## config.mk

```make
export PLATFORM = sky130hd
export DESIGN_NAME = gray_counter
export DESIGN_NICKNAME = d
export VERILOG_FILES = /design/src/rtl/gray_counter.sv
export SDC_FILE = /design/constraint.sdc
export NUM_CORES = 1
export LEC_CHECK = 0
export ABC_CLOCK_PERIOD_IN_PS = 5000
export BUFFER_PORTS_ARGS = -buffer_cell sky130_fd_sc_hd__buf_2
export CAP_MARGIN = 30
export CORE_UTILIZATION = 50
export DETAILED_ROUTE_END_ITERATION = 8
export PLACE_DENSITY = 0.75
export SYNTH_ARGS = -nofsm -noshare
export SYNTH_HDL_FRONTEND = slang
export SYNTH_SLANG_ARGS = --single-unit
```

## constraint.sdc

```tcl
create_clock -name clk -period 5 [get_ports clk]
set_input_delay 0.5 -clock clk [delete_from_list [all_inputs] [get_ports clk]]
set_output_delay 0.5 -clock clk [all_outputs]
set_load 0.02 [all_outputs]
```

## src/rtl/gray_counter.sv

```systemverilog
// ----------------------------------------------------------------------------
// gray_counter
//   Parametrised up/down counter. It has registered binary and Gray outputs.
//   The Gray value has its own register and is not decoded from bin_out, so
//   gray_out is glitch-free and safe to sample from another clock domain.
//   A load can be given in binary or in Gray code. A Gray load is decoded
//   to binary internally.
//
// Parameters
//   DATA_WIDTH   counter width in bits (>= 2)
//   RESET_VALUE  binary count applied while rst_n is low
//
// Ports
//   clk           rising-edge clock
//   rst_n         asynchronous active-low reset
//   en            count enable, one step per clock
//   up_dn         1 = increment, 0 = decrement
//   load          load load_value at the next edge (overrides en)
//   load_is_gray  1 = load_value is Gray-coded, 0 = binary
//   load_value    value to load
//   bin_out       registered binary count
//   gray_out      registered Gray count, always gray(bin_out)
//   gray_next     combinational gray() of the count after the next edge
//   wrap          registered one-cycle pulse when the count wraps around
//
// Configuration
//   GRAY_CNT_SATURATE_EN  when defined, counting saturates at 2^W-1 (up) and
//                         at 0 (down). wrap then becomes a level "sat" flag:
//                         it is high while bin_out is at the limit for the
//                         current direction and en is set.
// ----------------------------------------------------------------------------
module gray_counter #(
   parameter int unsigned           DATA_WIDTH  = 8,
   parameter logic [DATA_WIDTH-1:0] RESET_VALUE = '0
) (
   input  logic                  clk,
   input  logic                  rst_n,
   input  logic                  en,
   input  logic                  up_dn,
   input  logic                  load,
   input  logic                  load_is_gray,
   input  logic [DATA_WIDTH-1:0] load_value,
   output logic [DATA_WIDTH-1:0] bin_out,
   output logic [DATA_WIDTH-1:0] gray_out,
   output logic [DATA_WIDTH-1:0] gray_next,
   output logic                  wrap
);

   localparam logic [DATA_WIDTH-1:0] MAX_VAL = '1;
   localparam logic [DATA_WIDTH-1:0] MIN_VAL = '0;
   localparam logic [DATA_WIDTH-1:0] ONE     = {{(DATA_WIDTH-1){1'b0}}, 1'b1};

   function automatic logic [DATA_WIDTH-1:0] bin2gray(input logic [DATA_WIDTH-1:0] b);
      return b ^ (b >> 1);
   endfunction

   // Each binary bit is the XOR of all Gray bits at or above it. This is the
   // unrolled form of b[i] = b[i+1] ^ g[i].
   function automatic logic [DATA_WIDTH-1:0] gray2bin(input logic [DATA_WIDTH-1:0] g);
      logic [DATA_WIDTH-1:0] b;
      b = '0;
      for (int unsigned i = 0; i < DATA_WIDTH; i++) begin
         b[i] = ^(g >> i);
      end
      return b;
   endfunction

   localparam logic [DATA_WIDTH-1:0] RESET_GRAY = RESET_VALUE ^ (RESET_VALUE >> 1);

   logic [DATA_WIDTH-1:0] bin_q;
   logic [DATA_WIDTH-1:0] gray_q;
   logic                  wrap_q;

   logic [DATA_WIDTH-1:0] bin_nxt;
   logic [DATA_WIDTH-1:0] bin_step;
   logic                  wrap_nxt;
   logic                  at_limit;

   // Next-state selection. Priority is load, then en, then hold.
   always_comb begin
      bin_step = up_dn ? (bin_q + ONE) : (bin_q - ONE);
      at_limit = up_dn ? (bin_q == MAX_VAL) : (bin_q == MIN_VAL);
      bin_nxt  = bin_q;
      wrap_nxt = 1'b0;
      if (load) begin
         bin_nxt = load_is_gray ? gray2bin(load_value) : load_value;
      end else if (en) begin
`ifdef GRAY_CNT_SATURATE_EN
         bin_nxt  = at_limit ? bin_q : bin_step;
         // sat level: the count that is being registered sits at the limit
         // for the direction currently selected.
         wrap_nxt = up_dn ? (bin_nxt == MAX_VAL) : (bin_nxt == MIN_VAL);
`else
         bin_nxt  = bin_step;
         // The pulse lines up with the cycle in which the wrapped value is
         // first visible on bin_out.
         wrap_nxt = at_limit;
`endif
      end
   end

   // Both count registers load on the same edge, so bin_out and gray_out
   // never disagree.
   always_ff @(posedge clk or negedge rst_n) begin
      if (!rst_n) begin
         bin_q  <= RESET_VALUE;
         gray_q <= RESET_GRAY;
         wrap_q <= 1'b0;
      end else begin
         bin_q  <= bin_nxt;
         gray_q <= bin2gray(bin_nxt);
         wrap_q <= wrap_nxt;
      end
   end

   // While reset is held, the next value is the reset value that is already
   // being shown.
   assign gray_next = rst_n ? bin2gray(bin_nxt) : gray_q;

   assign bin_out  = bin_q;
   assign gray_out = gray_q;
   assign wrap     = wrap_q;

endmodule

```

==> reports/summary.txt <==
FINAL LAYOUT
-----------------------------------------------------------------------------------------------
Most common cell after layout, fill and taps aside                                 sky130_fd_sc_hd__buf_2
Fill cells                                                                                  220
Ant diodes                                                                                    0
Final std cell area, no fill                                                          1546 um^2
Commonest non-fill, non-tap cells in the layout                                    38 x sky130_fd_sc_hd__buf_2, 16 x sky130_fd_sc_hd__dfrtp_1, 12 x sky130_fd_sc_hd__nand2_1, 9 x sky130_fd_sc_hd__xnor2_1, 9 x sky130_fd_sc_hd__xor2_1
Fraction of layout instances using a drive strength above 1                              32.95%
Total Nets Final                                                                            195
Syn-to-layout area delta                                                                 16.49%

SYNTHESIS
-----------------------------------------------------------------------------------------------
Cell accounting for the most synthesized area                                      sky130_fd_sc_hd__dfrtp_1
Top cells by area in the synthesized netlist                                       sky130_fd_sc_hd__dfrtp_1 30%, sky130_fd_sc_hd__mux2_2 6.8%, sky130_fd_sc_hd__xnor2_1 5.9%, sky130_fd_sc_hd__xor2_1 5.9%, sky130_fd_sc_hd__ha_1 5.7%
Netlist cell types                                                                           43
Share of Yosys cell area claimed by the top area cell type                               30.16%
Synth Instances                                                                             136
Synth warn                                                                                    0
Synthesized area                                                                      1328 um^2
Sequential share of the synthesized area                                                 30.16%
Async set-reset flop share out of synthesis                                              100.0%
Seq cells post-synth                                                                         16
Post-synth EDFFs                                                                              0
Average cell area after synthesis                                                    9.761 um^2
Most used DFF post-synth                                                           sky130_fd_sc_hd__dfrtp_1
Number of nets in the synthesized netlist                                                   157

TIMING
-----------------------------------------------------------------------------------------------
Worst-case clock skew                                                                 0.9039 ps
Fin worst setup slack                                                                   1505 ps
Fin crit share                                                                           69.89%
Fmax                                                                                  286.1 MHz
Shortest period the worst path allows                                                   3495 ps
Setup repair after global routing missed its margin                                          no
Setup TNS                                                                                  0 ps
Max-slew violation count                                                                      0
Actual transition at the worst max-transition pin                                      482.0 ps
Final Hold Slack                                                                       170.2 ps
Number of setup violations in the final report                                                0
Worst rel slew slack                                                                     67.53%
Final Hold Violating Endpoints                                                                0

PLACEMENT
-----------------------------------------------------------------------------------------------
DPL Wire Length                                                                         2212 um
Port buffer count                                                                            38
Post-placement setup slack                                                              1536 ps
Cell area after placement                                                             1510 um^2
GP Congestion                                                                            0.9034

GLOBAL ROUTING
-----------------------------------------------------------------------------------------------
Number of global-route vias before repair                                                   976
Remaining Overflow, GRT                                                                       0
Initial antenna violation count                                                               0
Pin count of the biggest net entering global routing                                         25
Wire length of the first global-routing pass                                            4464 um
All-layer global routing usage                                                           21.64%

CLOCK TREE
-----------------------------------------------------------------------------------------------
Maximum number of buffers from clock root to sink                                             2
CTS tree                                                                                    yes
Postcts setup bufs                                                                            0
Cell at the root of the clock tree                                                 sky130_fd_sc_hd__clkbuf_4
Clock H-tree levels                                                                           1
Clock input transition at the sequential cells of the worst setup and hold paths          90 ps
TritonCTS Sinks                                                                              16
Insertion delay of the later-clocked pin in the worst-skew pair                          280 ps
Number of hold-repair buffers added at the cts stage                                          0
Post-CTS sizing                                                                               0
Number of buffers created by CTS                                                              3

SETUP PATH
-----------------------------------------------------------------------------------------------
Nature of the critical path endpoint                                                 output pin
Crit path DAT                                                                           2990 ps
Worst-path maximum fanout                                                                     7
Setup CP Type                                                                           reg2out
Kind of start point of the critical path                                               register
Endpoint required time on the critical path                                             4500 ps

RUN
-----------------------------------------------------------------------------------------------
Max_cap viols                                                                                 0

POWER AND IR DROP
-----------------------------------------------------------------------------------------------
Total leakage power                                                                   0.7424 nW
Areal power density over the cells                                                 464.3 nW/um^2
Maximum vdd ir drop                                                                    438.4 uV
Final total power                                                                     0.7180 mW

ROUTING
-----------------------------------------------------------------------------------------------
Number of vias in the routed layout                                                        1125
Final wirelength                                                                        2809 um
Number of detailed-route iterations in the first pass                                         4
Remaining design rule violation count                                                         0
Post-detailed-route via-to-cell ratio                                                     5.542
Iter 0 DRT Violations                                                                        27
Per-cell routed wire length                                                            13.84 um
Antenna-violating nets left                                                                   0

FLOORPLANNING
-----------------------------------------------------------------------------------------------
Count of boundary I/O pins                                                                   39
Initial Util                                                                             53.10%
Vert. Die Dim                                                                          53.53 um
Width of the die                                                                       53.53 um
Number of rows created at floorplan                                                          18
Core ar.                                                                              2500 um^2
Die Footprint                                                                         2865 um^2

OUTCOME
-----------------------------------------------------------------------------------------------
Status                                                                             complete, no violations

MIN PATH
-----------------------------------------------------------------------------------------------
HP Class                                                                               in2async

[stage by stage]
stage	utilization [%]	instances
2_1_floorplan	-	136
3_3_place_gp	60.41	199
3_5_place_dp	60.41	199
4_1_cts	61.86	203
5_1_grt	61.86	203
6_report	61.86	203
[registers in the layout (all words and copies together) (netlist names)]
register / count
wrap: 1
gray_out: 7
bin_out: 8
[layout make-up]
cell class / instances / area, um^2 / area share, %
multi-input combinational: 109 / 859.6 / 55.58
sequential: 16 / 400.4 / 25.89
clock buffer: 4 / 36.28 / 2.346
tap: 30 / 37.54 / 2.427
inverter: 6 / 22.52 / 1.456
timing repair buffer: 38 / 190.2 / 12.30
[Yosys cell counts (2+ instances only)]
| cell | n |
|---|---|
| sky130_fd_sc_hd__nand2_1 | 12 |
| sky130_fd_sc_hd__mux2_2 | 8 |
| sky130_fd_sc_hd__buf_6 | 2 |
| sky130_fd_sc_hd__a22oi_1 | 2 |
| sky130_fd_sc_hd__buf_4 | 3 |
| sky130_fd_sc_hd__a21oi_1 | 6 |
| sky130_fd_sc_hd__nor3_1 | 3 |
| sky130_fd_sc_hd__ha_1 | 6 |
| sky130_fd_sc_hd__nand3_1 | 4 |
| sky130_fd_sc_hd__xor3_2 | 2 |
| sky130_fd_sc_hd__nand4_1 | 4 |
| sky130_fd_sc_hd__o21a_1 | 2 |
| sky130_fd_sc_hd__nor2b_1 | 2 |
| sky130_fd_sc_hd__inv_1 | 6 |
| sky130_fd_sc_hd__a211oi_1 | 3 |
| sky130_fd_sc_hd__xor2_1 | 9 |
| sky130_fd_sc_hd__xnor2_1 | 9 |
| sky130_fd_sc_hd__o21ai_0 | 5 |
| sky130_fd_sc_hd__a21o_1 | 3 |
| sky130_fd_sc_hd__nor2_1 | 7 |
| sky130_fd_sc_hd__dfrtp_1 | 16 |
[critical path, cell delays in order (launching register included)]
cell and delay [ps]:
sky130_fd_sc_hd__dfrtp_1 530, sky130_fd_sc_hd__inv_1 100, sky130_fd_sc_hd__fa_1 460, sky130_fd_sc_hd__nor2b_1 160, sky130_fd_sc_hd__o31a_1 160, sky130_fd_sc_hd__a21oi_1 40
sky130_fd_sc_hd__mux2_2 260, sky130_fd_sc_hd__o21ai_0 400, sky130_fd_sc_hd__xnor2_1 160, sky130_fd_sc_hd__mux2_2 280, sky130_fd_sc_hd__buf_2 160
[worst paths after layout]
path	cells after the start	slack, ps	end	start
hold reg to reg	2	770	bin_out[6]$_DFF_PN0_	bin_out[6]$_DFF_PN0_
hold / removal	1	170	gray_out[3]$_DFF_PN0_	rst_n
setup reg to reg	8	2580	gray_out[3]$_DFF_PN0_	bin_out[0]$_DFF_PN0_
max in group asynchronous	1	4500	bin_out[5]$_DFF_PN0_	rst_n
setup / recovery	10	1510	gray_next[3]	bin_out[0]$_DFF_PN0_
min in group clk	3	580	bin_out[0]$_DFF_PN0_	load_value[0]
[kinds of logic (layout without fill, tap and decap cells)]
family | count (synthesis) | after routing | share of synthesized area, %
AOI/OAI and AO/OA | 29 | 29 | 14.51
buffers and inverters | 11 | 48 | 5.089
xor gates and xnor gates | 21 | 21 | 17.44
muxes | 10 | 10 | 8.671
adders and majority gates | 7 | 7 | 7.163
and+or+nand+nor | 42 | 42 | 16.97
DFF | 16 | 16 | 30.16
[report_power, final]
part / total, mW / switching (mW) / internal [mW]
sequential: 0.212 / 0.0408 / 0.172
clock: 0.0828 / 0.0385 / 0.0443
combinational: 0.423 / 0.248 / 0.175
[layer usage]
layer	part of all wire, %	routed length, um	GRT usage, %
met4	0	0	1.316
met3	3.4	95	5.172
met5	0	0	0
met1	48	1357	29.35
met2	48	1356	36.25
Power figures use the tool's default switching activity.
